===== src/rtl/vx_tex_issue_agent.sv =====
// Texture-bus issue agent: tags execute-stage texture instructions with a pending-table
// slot, issues them to the texture unit and matches returning texels back by slot index.
module vx_tex_issue_agent #(
    parameter  int NUM_LANES    = 4,
    parameter  int NUM_WARPS    = 4,
    parameter  int NUM_STAGES   = 2,
    parameter  int UUID_WIDTH   = 44,
    parameter  int PENDING_SIZE = 4,
    localparam int WID_W        = (NUM_WARPS > 1) ? $clog2(NUM_WARPS) : 1,
    localparam int STG_W        = (NUM_STAGES > 1) ? $clog2(NUM_STAGES) : 1,
    localparam int IDX_W        = $clog2(PENDING_SIZE),
    localparam int TAG_W        = UUID_WIDTH + IDX_W,
    localparam int CNT_W        = $clog2(PENDING_SIZE + 1)
) (
    input  logic                        clk,
    input  logic                        reset,

    input  logic                        exe_valid,
    input  logic [UUID_WIDTH-1:0]       exe_uuid,
    input  logic [WID_W-1:0]            exe_wid,
    input  logic [NUM_LANES-1:0]        exe_tmask,
    input  logic [31:0]                 exe_pc,
    input  logic [4:0]                  exe_rd,
    input  logic [STG_W-1:0]            exe_stage,
    input  logic [2*NUM_LANES*32-1:0]   exe_coords,
    input  logic [NUM_LANES*32-1:0]     exe_lod,
    output logic                        exe_ready,

    output logic                        tex_req_valid,
    output logic [NUM_LANES-1:0]        tex_req_mask,
    output logic [2*NUM_LANES*32-1:0]   tex_req_coords,
    output logic [NUM_LANES*32-1:0]     tex_req_lod,
    output logic [STG_W-1:0]            tex_req_stage,
    output logic [TAG_W-1:0]            tex_req_tag,
    input  logic                        tex_req_ready,

    input  logic                        tex_rsp_valid,
    input  logic [NUM_LANES*32-1:0]     tex_rsp_texels,
    input  logic [TAG_W-1:0]            tex_rsp_tag,
    output logic                        tex_rsp_ready,

    output logic                        commit_valid,
    output logic [UUID_WIDTH-1:0]       commit_uuid,
    output logic [WID_W-1:0]            commit_wid,
    output logic [NUM_LANES-1:0]        commit_tmask,
    output logic [31:0]                 commit_pc,
    output logic [4:0]                  commit_rd,
    output logic [NUM_LANES*32-1:0]     commit_data,
    input  logic                        commit_ready,

    output logic [CNT_W-1:0]            pending_count
);

    logic [PENDING_SIZE-1:0]     free_q, free_d;
    logic [WID_W-1:0]            tbl_wid_q   [PENDING_SIZE];
    logic [WID_W-1:0]            tbl_wid_d   [PENDING_SIZE];
    logic [NUM_LANES-1:0]        tbl_tmask_q [PENDING_SIZE];
    logic [NUM_LANES-1:0]        tbl_tmask_d [PENDING_SIZE];
    logic [31:0]                 tbl_pc_q    [PENDING_SIZE];
    logic [31:0]                 tbl_pc_d    [PENDING_SIZE];
    logic [4:0]                  tbl_rd_q    [PENDING_SIZE];
    logic [4:0]                  tbl_rd_d    [PENDING_SIZE];

    logic                        req_valid_q, req_valid_d;
    logic [NUM_LANES-1:0]        req_mask_q, req_mask_d;
    logic [2*NUM_LANES*32-1:0]   req_coords_q, req_coords_d;
    logic [NUM_LANES*32-1:0]     req_lod_q, req_lod_d;
    logic [STG_W-1:0]            req_stage_q, req_stage_d;
    logic [TAG_W-1:0]            req_tag_q, req_tag_d;

    logic                        commit_valid_q, commit_valid_d;
    logic [UUID_WIDTH-1:0]       commit_uuid_q, commit_uuid_d;
    logic [WID_W-1:0]            commit_wid_q, commit_wid_d;
    logic [NUM_LANES-1:0]        commit_tmask_q, commit_tmask_d;
    logic [31:0]                 commit_pc_q, commit_pc_d;
    logic [4:0]                  commit_rd_q, commit_rd_d;
    logic [NUM_LANES*32-1:0]     commit_data_q, commit_data_d;

    logic [CNT_W-1:0]            count_q, count_d;

    logic                        full;
    logic [IDX_W-1:0]            alloc_idx;
    logic                        exe_fire;
    logic                        rsp_fire;
    logic [IDX_W-1:0]            rsp_slot;

    // Lowest free slot wins; a slot freed this cycle only shows up after the edge.
    always_comb begin
        alloc_idx = '0;
        for (int i = PENDING_SIZE - 1; i >= 0; i--) begin
            if (free_q[i]) alloc_idx = IDX_W'(i);
        end
    end

    assign full          = ~|free_q;
    assign exe_ready     = ~reset & ~full & (~req_valid_q | tex_req_ready);
    assign tex_rsp_ready = ~reset & (~commit_valid_q | commit_ready);
    assign exe_fire      = exe_valid & exe_ready;
    assign rsp_fire      = tex_rsp_valid & tex_rsp_ready;
    assign rsp_slot      = tex_rsp_tag[IDX_W-1:0];

    always_comb begin
        free_d         = free_q;
        tbl_wid_d      = tbl_wid_q;
        tbl_tmask_d    = tbl_tmask_q;
        tbl_pc_d       = tbl_pc_q;
        tbl_rd_d       = tbl_rd_q;
        req_valid_d    = req_valid_q;
        req_mask_d     = req_mask_q;
        req_coords_d   = req_coords_q;
        req_lod_d      = req_lod_q;
        req_stage_d    = req_stage_q;
        req_tag_d      = req_tag_q;
        commit_valid_d = commit_valid_q;
        commit_uuid_d  = commit_uuid_q;
        commit_wid_d   = commit_wid_q;
        commit_tmask_d = commit_tmask_q;
        commit_pc_d    = commit_pc_q;
        commit_rd_d    = commit_rd_q;
        commit_data_d  = commit_data_q;
        count_d        = count_q;

        if (exe_fire) begin
            free_d[alloc_idx]      = 1'b0;
            tbl_wid_d[alloc_idx]   = exe_wid;
            tbl_tmask_d[alloc_idx] = exe_tmask;
            tbl_pc_d[alloc_idx]    = exe_pc;
            tbl_rd_d[alloc_idx]    = exe_rd;
            req_valid_d            = 1'b1;
            req_mask_d             = exe_tmask;
            req_coords_d           = exe_coords;
            req_lod_d              = exe_lod;
            req_stage_d            = exe_stage;
            req_tag_d              = {exe_uuid, alloc_idx};
        end else if (tex_req_ready) begin
            req_valid_d = 1'b0;
        end

        // Table read uses pre-edge contents; the uuid travels in the tag itself.
        if (rsp_fire) begin
            free_d[rsp_slot] = 1'b1;
            commit_valid_d   = 1'b1;
            commit_uuid_d    = tex_rsp_tag[TAG_W-1 -: UUID_WIDTH];
            commit_wid_d     = tbl_wid_q[rsp_slot];
            commit_tmask_d   = tbl_tmask_q[rsp_slot];
            commit_pc_d      = tbl_pc_q[rsp_slot];
            commit_rd_d      = tbl_rd_q[rsp_slot];
            commit_data_d    = tex_rsp_texels;
        end else if (commit_ready) begin
            commit_valid_d = 1'b0;
        end

        if (exe_fire && !rsp_fire) begin
            count_d = count_q + CNT_W'(1);
        end else if (!exe_fire && rsp_fire && count_q != '0) begin
            count_d = count_q - CNT_W'(1);
        end
    end

    always_ff @(posedge clk) begin
        if (reset) begin
            free_q         <= '1;
            req_valid_q    <= 1'b0;
            commit_valid_q <= 1'b0;
            count_q        <= '0;
        end else begin
            free_q         <= free_d;
            req_valid_q    <= req_valid_d;
            commit_valid_q <= commit_valid_d;
            count_q        <= count_d;
        end
    end

    always_ff @(posedge clk) begin
        tbl_wid_q      <= tbl_wid_d;
        tbl_tmask_q    <= tbl_tmask_d;
        tbl_pc_q       <= tbl_pc_d;
        tbl_rd_q       <= tbl_rd_d;
        req_mask_q     <= req_mask_d;
        req_coords_q   <= req_coords_d;
        req_lod_q      <= req_lod_d;
        req_stage_q    <= req_stage_d;
        req_tag_q      <= req_tag_d;
        commit_uuid_q  <= commit_uuid_d;
        commit_wid_q   <= commit_wid_d;
        commit_tmask_q <= commit_tmask_d;
        commit_pc_q    <= commit_pc_d;
        commit_rd_q    <= commit_rd_d;
        commit_data_q  <= commit_data_d;
    end

    assign tex_req_valid  = req_valid_q;
    assign tex_req_mask   = req_mask_q;
    assign tex_req_coords = req_coords_q;
    assign tex_req_lod    = req_lod_q;
    assign tex_req_stage  = req_stage_q;
    assign tex_req_tag    = req_tag_q;
    assign commit_valid   = commit_valid_q;
    assign commit_uuid    = commit_uuid_q;
    assign commit_wid     = commit_wid_q;
    assign commit_tmask   = commit_tmask_q;
    assign commit_pc      = commit_pc_q;
    assign commit_rd      = commit_rd_q;
    assign commit_data    = commit_data_q;
    assign pending_count  = count_q;

    a_no_alloc_full: assert property (@(posedge clk) disable iff (reset) !(exe_fire && full));
    a_rsp_to_busy:   assert property (@(posedge clk) disable iff (reset) !(rsp_fire && free_q[rsp_slot]));
    a_no_underflow:  assert property (@(posedge clk) disable iff (reset) !(rsp_fire && count_q == '0));

endmodule


===== config.mk =====
export PLATFORM = sky130hd
export DESIGN_NAME = vx_tex_issue_agent
export DESIGN_NICKNAME = d
export VERILOG_FILES = /design/src/rtl/vx_tex_issue_agent.sv
export SDC_FILE = /design/constraint.sdc
export NUM_CORES = 1
export LEC_CHECK = 0
export BUFFER_PORTS_ARGS = -buffer_cell sky130_fd_sc_hd__buf_2
export CORE_AREA = 2 2 513 515
export DETAILED_ROUTE_END_ITERATION = 6
export DIE_AREA = 0 0 515 517
export GPL_TIMING_DRIVEN = 1
export HOLD_SLACK_MARGIN = 0.02
export SLEW_MARGIN = 20
export SYNTH_ARGS = -nofsm -noshare
export SYNTH_HDL_FRONTEND = slang
export SYNTH_SLANG_ARGS = --single-unit

===== constraint.sdc =====
create_clock -name clk -period 19.6 [get_ports clk]
set_clock_uncertainty 0.1 [all_clocks]
set_input_delay 2.94 -clock clk [delete_from_list [all_inputs] [get_ports clk]]
set_output_delay 2.94 -clock clk [all_outputs]
set_load 0.03 [all_outputs]

Yosys cells after proc, flatten, opt, wreduce, memory -nomap -nowiden
Cells that the tools add are included.

Bitwise logic cells: 15. Reduce and logical (&&, ||, !) cells: 13. Order comparisons: 7. Add/subtract/negate cells: 2. Muxes and demuxes: 40.

Operator list (number): 128-bit bitwise mux (1); 32-bit two-way mux (3); 32-bit binary-select mux with 2-bit select (1); 32-bit demux with 2-bit select (1); 20-bit bitwise mux (1); 4-bit two-way mux (5); 16-bit bitwise mux (1); 5-bit two-way mux (3); 2-bit two-way mux (7); 5-bit binary-select mux with 2-bit select (1); 5-bit demux with 2-bit select (1); 4-bit binary-select mux with 2-bit select (1); 8-bit bitwise mux (1); 4-bit demux with 2-bit select (1); 3-bit greater-or-equal comparator, second input constant (2); 1-bit logical AND (6); 2-bit by 3-bit < comparator with 1-bit output, second input constant (2); 1-bit two-way mux (6); 3-bit two-way mux (2); 2-bit inverter with 3-bit output (2); 2-bit nonzero test (3); 1-bit bitwise AND (5); 4-bit bitwise AND (1); 2-bit binary-select mux with 2-bit select (1); 13 further kinds (19).

Word-level logic and storage cells: 108. Output and inout port bits: 657. Flip-flop bits (word level): 831. Bits of input ports: 652.

Logic depth before layout (Yosys ltp)
Depth in word-level cells: 13. Depth in mapped cells: 9. Depth with buffers taken out: 8.

Worst setup path before layout
Ideal clock, no wire load.

Path type: input-to-reg. Start: input reset. End: register count_q[2], in the netlist pending_count[2]. Data arrival time: 9475 ps. Buffers on the path: 1. Stages: 8. Setup time: 88 ps. Slack: 9937 ps. Data required time: 19412 ps. Cell sequence: nand2b_1 -> or3_1 -> buf_6 -> inv_2 -> nand2_1 -> fa_1 -> a211o_2 -> nand4_1.

Cells in the longest elaborated chain, start to end: 8. Elaborated cells on any way between the ends: 13. Those cells by class: mux (1); bitwise (6); reduce/logical (6).

Ends and longest elaborated chain: from (decl) (RTL line 16) `input logic reset,`; 1-bit inverter (*) (RTL line 96) `assign exe_ready = ~reset & ~full & (~req_valid_q | tex_req_ready);`; 1-bit bitwise AND (*) (2 in a row) (RTL line 96); 1-bit bitwise AND (*) (RTL line 98) `assign exe_fire = exe_valid & exe_ready;`; net exe_fire (RTL line 83) `logic exe_fire;`; 1-bit zero test (RTL line 155) `end else if (!exe_fire && rsp_fire && count_q != '0) begin`; 1-bit logical AND (2 in a row) (RTL line 155); 2-bit nonzero test (no source line); to (signal assigned) (RTL line 170) `count_q <= count_d;`; to (decl) (RTL line 79) `logic [CNT_W-1:0] count_q, count_d;`.

The timed path passes the listed nets; every way through them passes the cells marked *. A chain may end at the register's enable or synchronous reset.

Final worst setup path
Start: input commit_ready. End: output tex_rsp_ready.

Cells in the longest elaborated chain, start to end: 2.

Ends and longest elaborated chain: from (decl) (RTL line 49) `input logic commit_ready,`; 1-bit bitwise OR (RTL line 97) `assign tex_rsp_ready = ~reset & (~commit_valid_q | commit_ready);`; 1-bit bitwise AND (RTL line 97); to (decl) (RTL line 40) `output logic tex_rsp_ready,`.

Every way passes these cells.

==> summary.md <==
| Metric | Value |
|---|---|
| Most frequent cells in the layout | `buf_2 (1306), edfxtp_1 (822), clkbuf_16 (114)` |
| Die area | `0.266 mm²` |
| Most used cell, CP | `buf_2` |
| Vias | `around 18000` |
| Antenna Nets Post-Route | `0` |
| Peak VDD IR | `about 0.088 mV` |
| Synthesized cell area | `0.0263 mm²` |
| H-tree levels | `3` |
| CTS max path bufs | `4` |
| Setup WS pre-CTS | `around 13 ns` |
| Flop2flop setup slack | `approximately 15 ns` |
| Area Growth Syn to Fin | `56.6%` |
| Setup TNS | `0 ns` |
| Worst Hold Class | `reg2reg` |
| Syn Area/Cell | `approximately 28 µm²` |
| CTS buffer count | `~110` |
| Total Wirelength | `approximately 210000 µm` |
| CTS tree | `built` |
| Number of synthesized register bits | `slightly above 800` |
| Worst EP arrival | `~3.6 ns` |
| PostCTS Resize Cnt | `0` |
| Final Hold Fails | `0` |
| Post-synth top area cell | `edfxtp_1` |
| YS warnings | `0` |
| Initial Utilization | `between 10% and 20%` |
| Critical path required time | `around 17 ns` |
| Synth Net Count | `roughly 1600` |
| DRT Pass-1 Iters | `5` |
| DRT iter0 DRCs | `approximately 1300` |
| Pin count of the biggest net entering global routing | `129` |
| Share of cells above drive strength 1 | `approximately 63%` |
| Synth cell types | `33` |
| Min Hold Slack | `0.433 ns` |
| Hold buffer count at CTS | `0` |
| Post-route DRC violation count | `0` |
| Gr ovfl total | `0` |
| Slew headroom | `between 30 and 40%` |
| Clock slew at reported path FFs | `0.06 ns` |
| Clk sinks | `a little over 800` |
| Die width | `515 µm` |
| Critical Path Max Stage Delay | `between 0.2 and 0.25 ns` |
| Fmax | `0.150 GHz` |
| # port buffers | `about 1300` |
| CP Max Fanout | `3` |
| Sequential share of the synthesized area | `between 90% and 100%` |
| Core Region | `roughly 0.26 mm²` |
| Tcrit/Tclk final | `33.9%` |
| Cells after Synth | `approximately 940` |
| Power per cell area | `112 mW/mm²` |
| # setup viols final | `0` |
| Worst Setup Start Kind | `primary input` |
| GPL Wtd Cong | `~1.0` |
| Commonest non-fill, non-tap cell in the layout | `buf_2` |
| Setup Crit Path Kind | `in2out` |
| Final Critical Period | `6.65 ns` |
| Dpl hpwl | `187000 µm` |
| Run status | `completed` |
| Post-CTS setup buffers | `0` |
| Max Cap Viol | `0` |
| Fin nets | `about 3000` |
| Crit. End Element | `output pin` |
| Leak | `around 0.015 µW` |
| Die Span Y | `517 µm` |
| Slowest cell on crit path | `buf_2` |
| Worst-skew pair later-pin latency | `0.82 ns` |
| Unrepaired setup endpoints after global routing | `no` |
| DR vias/cell | `3.01` |
| Root buffer cell | `clkbuf_16` |
| First-pass GRT wire length | `~250000 µm` |
| Antenna violations before repair | `330` |
| Actual slew at the worst max-slew pin | `0.954 ns` |
| Max-slew violations | `0` |
| Vias in the first global route | `between 15000 and 20000` |
| Ranking of synthesized cells by area | `edfxtp_1 (94%), mux4_2 (3.7%), dfxtp_1 (0.69%)` |
| Synth top area share | `94.0%` |
| DR WL/cell | `about 36 µm` |
| Utilization after layout | `15.7%` |
| Io pins | `between 1000 and 1500` |
| Std-Cell Rows | `about 190` |
| Cells along the critical path | `buf_2, and2b_1, nor2_1, buf_2` |
| GRT Overall Usage | `about 15%` |
| Final worst setup slack | `between 10 and 15 ns` |
-- metrics by stage --
stage	power, µW	instance area (µm²)	cells
2_1_floorplan	2280	26300	943
3_3_place_gp	2500	37200	5674
3_5_place_dp	2510	37200	5674
4_1_cts	4700	40900	5876
5_1_grt	4770	41000	5902
6_report	4610	41100	5944
-- final cells by class --
cell class / instances / area [µm²]
clock inverters: 78 / 868
diodes: 68 / 170
clock buffers: 124 / 2890
multi-input cells: 94 / 1330
fillers: 28700 / 220000
flip-flops and latches: 831 / 24900
well taps: 3420 / 4280
repair buffers: 1323 / 6680
inverters: 6 / 37.5
-- logic make-up (layout without fill, tap and decap cells) --
group	Yosys count	count (layout)	share of synthesized area, %
flops	831	831	94.7
mux	46	46	3.87
simple gates	35	35	0.743
buf+inv	18	1531	0.338
compound gates	12	12	0.300
fa+ha+maj	1	1	0.0762
other cells	0	68	0
-- power breakdown --
group          leakage, µW  switching (µW)  internal (µW)
Sequential         0.00771            22.7           2040
Combinational      0.00566             298            102
Clock              0.00183             875           1270
Total               0.0152            1200           3410
-- registers in the layout, summed over array words and instances, names as in the netlist, 5 cells and up --
signal	count
tex_req_coords	256
commit_data	128
tbl_pc_q	128
tex_req_lod	128
tex_req_tag	46
commit_uuid	44
commit_pc	32
tbl_rd_q	20
tbl_tmask_q	16
tbl_wid_q	8
commit_rd	5
-- critical path, delay by kind of cell --
family	cells	cell delay, ns
simple gates	2	0.34
buf+inv	2	0.31
-- cells in the mapped netlist --
master	n
fa_1	1
buf_2	5
o21a_1	1
nor3_1	3
a211o_1	1
o21ai_0	3
or3_1	1
o311ai_0	1
dfxtp_1	9
and3_2	1
mux2i_1	1
and2b_1	1
o31ai_1	1
buf_6	2
or2b_1	1
nor2_1	7
nor4_2	1
a21oi_1	3
nand4_1	3
a31oi_1	1
a211o_2	1
nand2_1	5
nor3b_1	3
nor2b_1	4
inv_2	1
nand3_1	3
edfxtp_1	822
mux2_4	1
clkbuf_1	5
mux4_2	43
inv_1	5
nand2b_1	2
mux2i_4	1
-- routing by layer --
metal / up-vias / GRT usage (%) / wire (µm)
met5: - / 0.126 / 997
met4: 154 / 5.52 / 9780
met3: 709 / 13.9 / 43500
met2: 1669 / 23.7 / 92600
met1: 8484 / 14.5 / 67500
li1: 6885 / - / -
-- path summary, 6_finish.rpt --
check / cells past startpoint / end / startpoint
worst max-delay path: 4 / tex_rsp_ready / commit_ready
worst min-delay path: 1 / pending_count[0] / pending_count[0]
worst max register to register: 6 / tex_req_coords[108] / free_q[0]
worst min register to register: 1 / pending_count[0] / pending_count[0]
(Power assumes the default switching activity.)
